`config.mk`:
```
export PLATFORM = sky130hd
export DESIGN_NAME = apb_controller
export DESIGN_NICKNAME = d
export VERILOG_FILES = /design/src/rtl/ahb2apb_pkg.sv /design/src/rtl/apb_controller.sv
export SDC_FILE = /design/constraint.sdc
export NUM_CORES = 1
export LEC_CHECK = 0
export CORE_MARGIN = 10
export CORE_UTILIZATION = 30
export CTS_BUF_LIST = sky130_fd_sc_hd__clkbuf_16
export DETAILED_ROUTE_END_ITERATION = 16
export GPL_TIMING_DRIVEN = 0
export PLACE_DENSITY = 0.65
export SLEW_MARGIN = 40
export SYNTH_ARGS = -nofsm -noshare
export SYNTH_HDL_FRONTEND = slang
export SYNTH_SLANG_ARGS = --single-unit
export TNS_END_PERCENT = 20
```
`constraint.sdc`:
```
create_clock -name Hclk -period 9 [get_ports Hclk]
set_input_delay 1.35 -clock Hclk [delete_from_list [all_inputs] [get_ports Hclk]]
set_output_delay 1.35 -clock Hclk [all_outputs]
set_load 0.02 [all_outputs]
```
`src/rtl/ahb2apb_pkg.sv`:
```
// Shared definitions for the AHB-to-APB bridge: controller state encoding,
// default bus widths and AHB transfer-type codes used by the upstream decode.
package ahb2apb_pkg;

  localparam int ADDR_W_DEF = 32;
  localparam int DATA_W_DEF = 32;
  localparam int SEL_W_DEF  = 3;

  localparam logic [1:0] HTRANS_IDLE   = 2'b00;
  localparam logic [1:0] HTRANS_BUSY   = 2'b01;
  localparam logic [1:0] HTRANS_NONSEQ = 2'b10;
  localparam logic [1:0] HTRANS_SEQ    = 2'b11;

  typedef enum logic [2:0] {
    ST_IDLE         = 3'd0,
    ST_READ_SETUP   = 3'd1,
    ST_READ_ACCESS  = 3'd2,
    ST_WWAIT        = 3'd3,
    ST_WRITE_SETUP  = 3'd4,
    ST_WRITE_ACCESS = 3'd5
  } apb_state_e;

  // True for NONSEQ/SEQ; IDLE and BUSY never start a transfer.
  function automatic logic htrans_is_active(input logic [1:0] htrans);
    return (htrans == HTRANS_NONSEQ) || (htrans == HTRANS_SEQ);
  endfunction

  function automatic logic is_apb_phase(input apb_state_e s);
    return (s == ST_READ_SETUP) || (s == ST_READ_ACCESS) ||
           (s == ST_WRITE_SETUP) || (s == ST_WRITE_ACCESS);
  endfunction

  function automatic logic is_access(input apb_state_e s);
    return (s == ST_READ_ACCESS) || (s == ST_WRITE_ACCESS);
  endfunction

endpackage

```
`src/rtl/apb_controller.sv`:
```
// Master-side APB sequencer: one AHB transfer at a time is turned into an APB
// setup + access pair; every output is a flop so nothing leaks from inputs.
module apb_controller
  import ahb2apb_pkg::*;
#(
  parameter int ADDR_W = ADDR_W_DEF,
  parameter int DATA_W = DATA_W_DEF,
  parameter int SEL_W  = SEL_W_DEF
) (
  input  logic              Hclk,
  input  logic              Hreset,
  input  logic              valid,
  input  logic [ADDR_W-1:0] Haddr,
  input  logic              Hwrite,
  input  logic [DATA_W-1:0] Hwdata,
  input  logic [SEL_W-1:0]  temp_selx,
  input  logic [DATA_W-1:0] Prdata,
  output logic              Pwrite,
  output logic              Penable,
  output logic [SEL_W-1:0]  Pselx,
  output logic [ADDR_W-1:0] Paddr,
  output logic [DATA_W-1:0] Pwdata,
  output logic              Hreadyout,
  output logic [DATA_W-1:0] Hrdata
);

  // Handshake: Hreadyout high means the IDLE state is sampling valid this
  // cycle; while it is low upstream holds its request and valid is ignored.

  apb_state_e        state_q, state_d;
  logic [ADDR_W-1:0] paddr_q, paddr_d;
  logic              pwrite_q, pwrite_d;
  logic [DATA_W-1:0] pwdata_q, pwdata_d;
  logic [SEL_W-1:0]  sel_q, sel_d;
  logic [SEL_W-1:0]  pselx_q, pselx_d;
  logic              penable_q, penable_d;
  logic              hreadyout_q, hreadyout_d;
  logic [DATA_W-1:0] hrdata_q, hrdata_d;

  always_comb begin
    state_d  = state_q;
    paddr_d  = paddr_q;
    pwrite_d = pwrite_q;
    pwdata_d = pwdata_q;
    sel_d    = sel_q;
    hrdata_d = hrdata_q;

    case (state_q)
      ST_IDLE: begin
        // A request with no peripheral selected completes zero-wait here.
        if (valid && (temp_selx != '0)) begin
          paddr_d  = Haddr;
          sel_d    = temp_selx;
          pwrite_d = Hwrite;
          state_d  = Hwrite ? ST_WWAIT : ST_READ_SETUP;
        end
      end
      ST_WWAIT: begin
        pwdata_d = Hwdata;
        state_d  = ST_WRITE_SETUP;
      end
      ST_READ_SETUP:   state_d = ST_READ_ACCESS;
      ST_READ_ACCESS: begin
        hrdata_d = Prdata;
        state_d  = ST_IDLE;
      end
      ST_WRITE_SETUP:  state_d = ST_WRITE_ACCESS;
      ST_WRITE_ACCESS: state_d = ST_IDLE;
      default:         state_d = ST_IDLE;
    endcase

    // Strobes are decoded from the next state so they land in flops.
    pselx_d     = is_apb_phase(state_d) ? sel_d : '0;
    penable_d   = is_access(state_d);
    hreadyout_d = (state_d == ST_IDLE);
  end

  always_ff @(posedge Hclk or posedge Hreset) begin
    if (Hreset) begin
      state_q     <= ST_IDLE;
      paddr_q     <= '0;
      pwrite_q    <= 1'b0;
      pwdata_q    <= '0;
      sel_q       <= '0;
      pselx_q     <= '0;
      penable_q   <= 1'b0;
      hreadyout_q <= 1'b1;
      hrdata_q    <= '0;
    end else begin
      state_q     <= state_d;
      paddr_q     <= paddr_d;
      pwrite_q    <= pwrite_d;
      pwdata_q    <= pwdata_d;
      sel_q       <= sel_d;
      pselx_q     <= pselx_d;
      penable_q   <= penable_d;
      hreadyout_q <= hreadyout_d;
      hrdata_q    <= hrdata_d;
    end
  end

  assign Pwrite    = pwrite_q;
  assign Penable   = penable_q;
  assign Pselx     = pselx_q;
  assign Paddr     = paddr_q;
  assign Pwdata    = pwdata_q;
  assign Hreadyout = hreadyout_q;
  assign Hrdata    = hrdata_q;

endmodule

```
==> results_dict.tcl, run 1 <==
set metrics [dict create \
    status "completed" \
    worstSetupEndpointType "flop" \
    whs_endpoint "Hrdata[13]" \
    crit_type "input pin to flop" \
    start_util_pct 30.72 \
    power_density_nw_per_um2 381.2 \
    synth_area_leaders "dfrtp_1 (66%), mux2_2 (26%), buf_6 (1.1%)" \
    grt_overflow 0 \
    io_pins 205 \
    root_buffer "clkbuf_16" \
    worst_path_max_delay_cell "or4b_4" \
    synth_warnings 0 \
    drive_gt1_share_pct 25.89 \
    synth_top_area_share_pct 65.56 \
    firstDrtPassIters 4 \
    power_leakage_nw 2.743 \
    netlist_area_um2 4084 \
    worstMarginPinSlew_ns 0.6831 \
    tns_ns 0 \
    cpPeakStageDelay_ns 0.52 \
    gp_congestion 0.7727 \
    worstPathMaxFanout 10 \
    r2r_slack_ns 7.03 \
    area_delta_synth_final_pct 62.47 \
    cp_top_family "simple AND/OR/NAND/NOR gates" \
    cts_setup_buffers 0 \
    hold_class "flop to flop" \
    cts_sinks 108 \
    fin_crit_ns 2.900 \
    grt_usage_pct 12.21 \
    max-vdd-ir-drop_uv 164.4 \
    finalPower_w 0.002530 \
    clock_path_buffers 2 \
    start_kind "input pin" \
    core_um2 13300 \
    seq_area_frac_synth_pct 66.21 \
    cts_resized 0 \
    nFillCells 1173 \
    ctsHoldBuffers 0 \
    cp.required_ns 9.23 \
    ant_nets 0 \
    num_antenna_cells 0 \
    drcViolationCount 0 \
    fin_crit_sh_pct 32.22 \
    min_from "Hrdata[13]" \
    die_h_um 136.7 \
    antenna_found_initial 0 \
    max_cap_violations 0 \
    drt-wirelength-per-cell_um 17.52 \
    path_cells "clkdlybuf4s50_1 -> or4b_4 -> nor2_4 -> buf_6 -> mux2_2" \
    setup-violations-final 0 \
    rr_worst_depth 4 \
    drt_wl_total_um 11400 \
    clkSlewWorstSetupHoldPaths_ns 0.07 \
    ys_types 24 \
    hold_ws_ns 0.5052 \
    htree_num_levels 3 \
    via_count 2834 \
    grt_pass1_vias 3186 \
    netlist_instances 254 \
    clock.fmax_ghz 0.3449 \
    report.final.slew_viol_count 0 \
    clock_latency_ns 0.34 \
    routed_via_density 4.353 \
    fp.dieW_um 136.7 \
    numCtsBuffers 9 \
    cts_tree "yes" \
    cp.arrival_ns 3.13 \
    syn-num-nets 357 \
    hpwlAfterDp_um 8871 \
    drt_iter0_drc 85 \
    grt_pass1_wl_um 17880 \
    rsz0062_at_grt "false" \
    dieArea_um2 18680 \
    slew_headroom_pct 54.36 \
    hold_depth 1 \
    grt_max_degree 62 \
    rr_endpoint "Hrdata[8]" \
    port_buffers 204 \
    cp_num_buf_inv 2 \
    skew_ns 0.002750 \
    r2r-start "state_q[0]" \
    yosys_register_bits 108 \
    syn_avg_cell_area_um2 16.08 \
    yosys.area.top_type "dfrtp_1" \
    num_rows 42 \
    final_nets 573 \
    finalHoldViolCount 0 \
]
-- kinds of logic (layout without fill, tap and decap cells) --
family	after synthesis	in the layout	synth area share (%)
flops	108	108	66.21
mux	96	96	26.47
simple gates	23	23	3.003
buf+inv	14	235	2.298
compound gates	12	12	1.808
xor+xnor	1	1	0.2145
-- synth_stat cells, drive strengths merged --
library cell  number
dfrtp            107
mux2              96
buf               11
nand2              8
nor2               7
a21oi              4
o21ai              4
nor3               3
inv                2
a221oi             1
clkbuf             1
dfstp              1
nand3b             1
nor2b              1
nor3b              1
nor4b              1
o21a               1
o31a               1
o41ai              1
or4b               1
xnor2              1
-- area by class of cell --
type	count	area [um^2]	share of cell area [%]
Timing Repair Buffer	205	2069	31.19
Clock inverter	7	28.78	0.4337
Buffer	12	86.33	1.301
Clock buffer	9	225.2	3.394
Tap cell	176	220.2	3.319
Sequential cell	108	2704	40.75
Multi-Input combinational cell	132	1286	19.39
Inverter	2	15.01	0.2263
-- stage by stage --
step           util, %  cells  setup slack [ns]  area [um^2]
2_1_floorplan        -    254             4.806         4084
3_3_place_gp     47.73    634             3.165         6346
3_5_place_dp     48.00    635             5.728         6381
4_1_cts          49.91    651             6.098         6635
5_1_grt          49.91    651             6.044         6635
6_report         49.91    651             6.100         6635
-- worst reg2reg max path: stages (launching register included) --
cell and delay, ns:
dfrtp_1 0.36, buf_4 0.16, nor3b_1 0.59, buf_2 0.38, mux2_2 0.37
-- state kept, by name (all words and copies together) (netlist names) --
signal,count
Hrdata,32
Paddr,32
Pwdata,32
Pselx,3
sel_q,3
state_q,3
Hreadyout,1
Penable,1
Pwrite,1
-- worst max-delay path by stage --
| stage | startpoint | to | slack (ns) | cells past startpoint |
|---|---|---|---|---|
| after floorplan | Hreset | Hrdata[0] | 4.81 | 1 |
| after global placement | Hreset | Paddr[12] | 3.16 | 2 |
| after detailed placement | valid | Paddr[12] | 5.73 | 5 |
| after CTS | valid | Paddr[11] | 6.10 | 5 |
| after global routing | valid | Paddr[18] | 6.04 | 5 |
| final | valid | Paddr[12] | 6.10 | 5 |
-- placed cells by master (no fill, tap or decap), types with 2 or more instances in the layout --
master           instances
clkbuf_16                9
o21ai_0                  4
buf_2                    6
dfrtp_1                107
nand2_1                  8
clkinv_2                 2
buf_6                    4
clkdlybuf4s50_1        204
nor3_1                   3
a21oi_1                  4
inv_1                    5
mux2_2                  96
nor2_1                   6
-- routing by layer --
| metal | track usage, % | up-vias | part of all wire [%] |
|---|---|---|---|
| met2 | 19.94 | 119 | 49 |
| met3 | 5.279 | 10 | 11 |
| li1 | - | 1315 | - |
| met4 | 4.615 | 0 | 1.2 |
| met1 | 13.87 | 1390 | 39 |
| met5 | 0 | - | 0 |
-- where the power goes --
part	leakage (nW)	switching, W	internal, W
clock	0.142	0.000169	0.000182
sequential	1.28	0.000114	0.000739
combinational	1.33	0.000612	0.000714
Note: power is estimated with default switching activity, not from simulation.
==> run 2, diff against run 1 <==
- clock period: 9 -> 2.77 ns (I/O delays scaled with it)
==> run 2 against run 1 <==
Global-route usage decreased by 0.085 points; clock-buffer cell count unchanged; clock skew increased by 0.0041 ns; largest cell class unchanged.
==> results_dict.tcl, run 2 (synthesized netlist as in run 1, its figures left out) <==
set metrics [dict create \
    layout_common_cells "clkdlybuf4s50_1 (204), dfrtp_1 (107), mux2_2 (96)" \
    max-vdd-ir-drop_uv 654.6 \
    multi_input_area_um2 1286 \
    cp.arrival_ns 2.24 \
    start_util_pct 30.72 \
    report.final.slew_viol_count 0 \
    num_rows 42 \
    drt-wirelength-per-cell_um 17.31 \
    ant_nets 0 \
    cts_resized 0 \
    nFillCells 1166 \
    worstSetupEndpointType "flop" \
    max_cap_violations 0 \
    area_delta_synth_final_pct 64.03 \
    hold_class "input pin to asynchronous set/reset pin" \
    layout_commonest_cell "clkdlybuf4s50_1" \
    worstMarginPinSlew_ns 0.7441 \
    fin_crit_ns 2.010 \
    hpwlAfterDp_um 9098 \
    status "completed" \
    wl_met3_um 1418 \
    finalHoldViolCount 0 \
    slew_headroom_pct 50.28 \
    firstDrtPassIters 4 \
    grt_max_degree 27 \
    port_buffers 204 \
    cts_tree "yes" \
    ff_latch_area_um2 2704 \
    via_count 2864 \
    grt_pass1_wl_um 17500 \
    drcViolationCount 0 \
    grt_overflow 0 \
    startpoint "state_q[0]" \
    fin_crit_sh_pct 72.58 \
    skew_ns 0.006816 \
    root_buffer "clkbuf_16" \
    rsz0062_at_grt "false" \
    antenna_found_initial 0 \
    r2r-start "state_q[0]" \
    finalPower_w 0.008235 \
    cp.required_ns 3.00 \
    core_um2 13300 \
    drt_wl_total_um 11320 \
    clock.fmax_ghz 0.4974 \
    cts_sinks 108 \
    drive_gt1_share_pct 26.57 \
    ctsHoldBuffers 0 \
    final_nets 576 \
    io_pins 205 \
    die_h_um 136.7 \
    worstPathMaxFanout 10 \
    clock_path_buffers 2 \
    wl_met1_um 4080 \
    start_kind "flop" \
    cts_setup_buffers 0 \
    crit_type "flop to flop" \
    grt_pass1_vias 3108 \
    top_layer "met4" \
    htree_num_levels 3 \
    wl_met2_um 5732 \
    numCtsBuffers 9 \
    drt_iter0_drc 81 \
    fp.dieW_um 136.7 \
    clock_latency_ns 0.34 \
    routed_via_density 4.379 \
    clkSlewWorstSetupHoldPaths_ns 0.07 \
    num_antenna_cells 0 \
    gp_congestion 0.7735 \
    grt_usage_pct 12.12 \
    finish.utilization_pct 50.39 \
    power_leakage_nw 2.757 \
    setup-violations-final 0 \
    power_density_nw_per_um2 1229 \
    dieArea_um2 18680 \
]
[run 2: cell count changes in the layout (fill, tap and decap cells not counted), sizes merged]
| cell | change |
|---|---|
| clkinvlp | +2 |
| inv | -3 |
| buf | +3 |
| clkinv | +1 |
[run 2: routing by layer]
metal | global-route usage, % | vias up
li1 | - | 1327
met1 | 12.46 | 1416
met2 | 20.63 | 117
met3 | 7.221 | 4
met4 | 3.018 | 0
met5 | 0 | -
[run 2: path summary, 6_finish.rpt]
path	cells after the start	end	slack, ns
setup / recovery	4	Hrdata[21]	0.76
hold / removal	2	Hrdata[6]	0.42
setup reg to reg	4	Hrdata[21]	0.76
hold reg to reg	1	Pwdata[2]	0.50
max in group asynchronous	4	Paddr[17]	1.70
min in group Hclk	1	Pwdata[2]	0.50
[run 2: worst max-delay path, stage by stage (launching register included)]
cell,delay (ns)
dfrtp_1,0.36
buf_4,0.16
nor3b_1,0.63
buf_2,0.37
mux2_2,0.37
[run 2: metrics by stage]
step / cell area, um^2 / setup TNS [ns] / hold WS (ns) / std cells / setup WS [ns]
2_1_floorplan: 4088 / 0 / 0.4707 / 254 / 0.9320
3_3_place_gp: 6350 / -0.1374 / 0.4885 / 634 / -0.004823
3_5_place_dp: 6437 / 0 / 0.4917 / 638 / 0.4318
4_1_cts: 6699 / 0 / 0.4051 / 654 / 0.6421
5_1_grt: 6699 / 0 / 0.4309 / 654 / 0.5761
6_report: 6699 / 0 / 0.4165 / 654 / 0.7595
[run 2: power breakdown]
part / internal (W) / leakage, nW / total [W] / switching (W)
logic: 0.00233 / 1.35 / 0.00431 / 0.00199
clock network: 0.000598 / 0.133 / 0.00116 / 0.000562
registers: 0.00240 / 1.28 / 0.00276 / 0.000363
total: 0.00532 / 2.76 / 0.00824 / 0.00291
[run 2: layout make-up]
| cell class | count | area share [%] |
|---|---|---|
| multi-input combinational | 132 | 19.20 |
| sequential | 108 | 40.36 |
| clock inverter | 7 | 0.5417 |
| clock buffer | 9 | 3.362 |
| inverter | 2 | 0.1681 |
| buffer | 12 | 1.289 |
| timing repair buffer | 208 | 31.79 |
| tap | 176 | 3.287 |
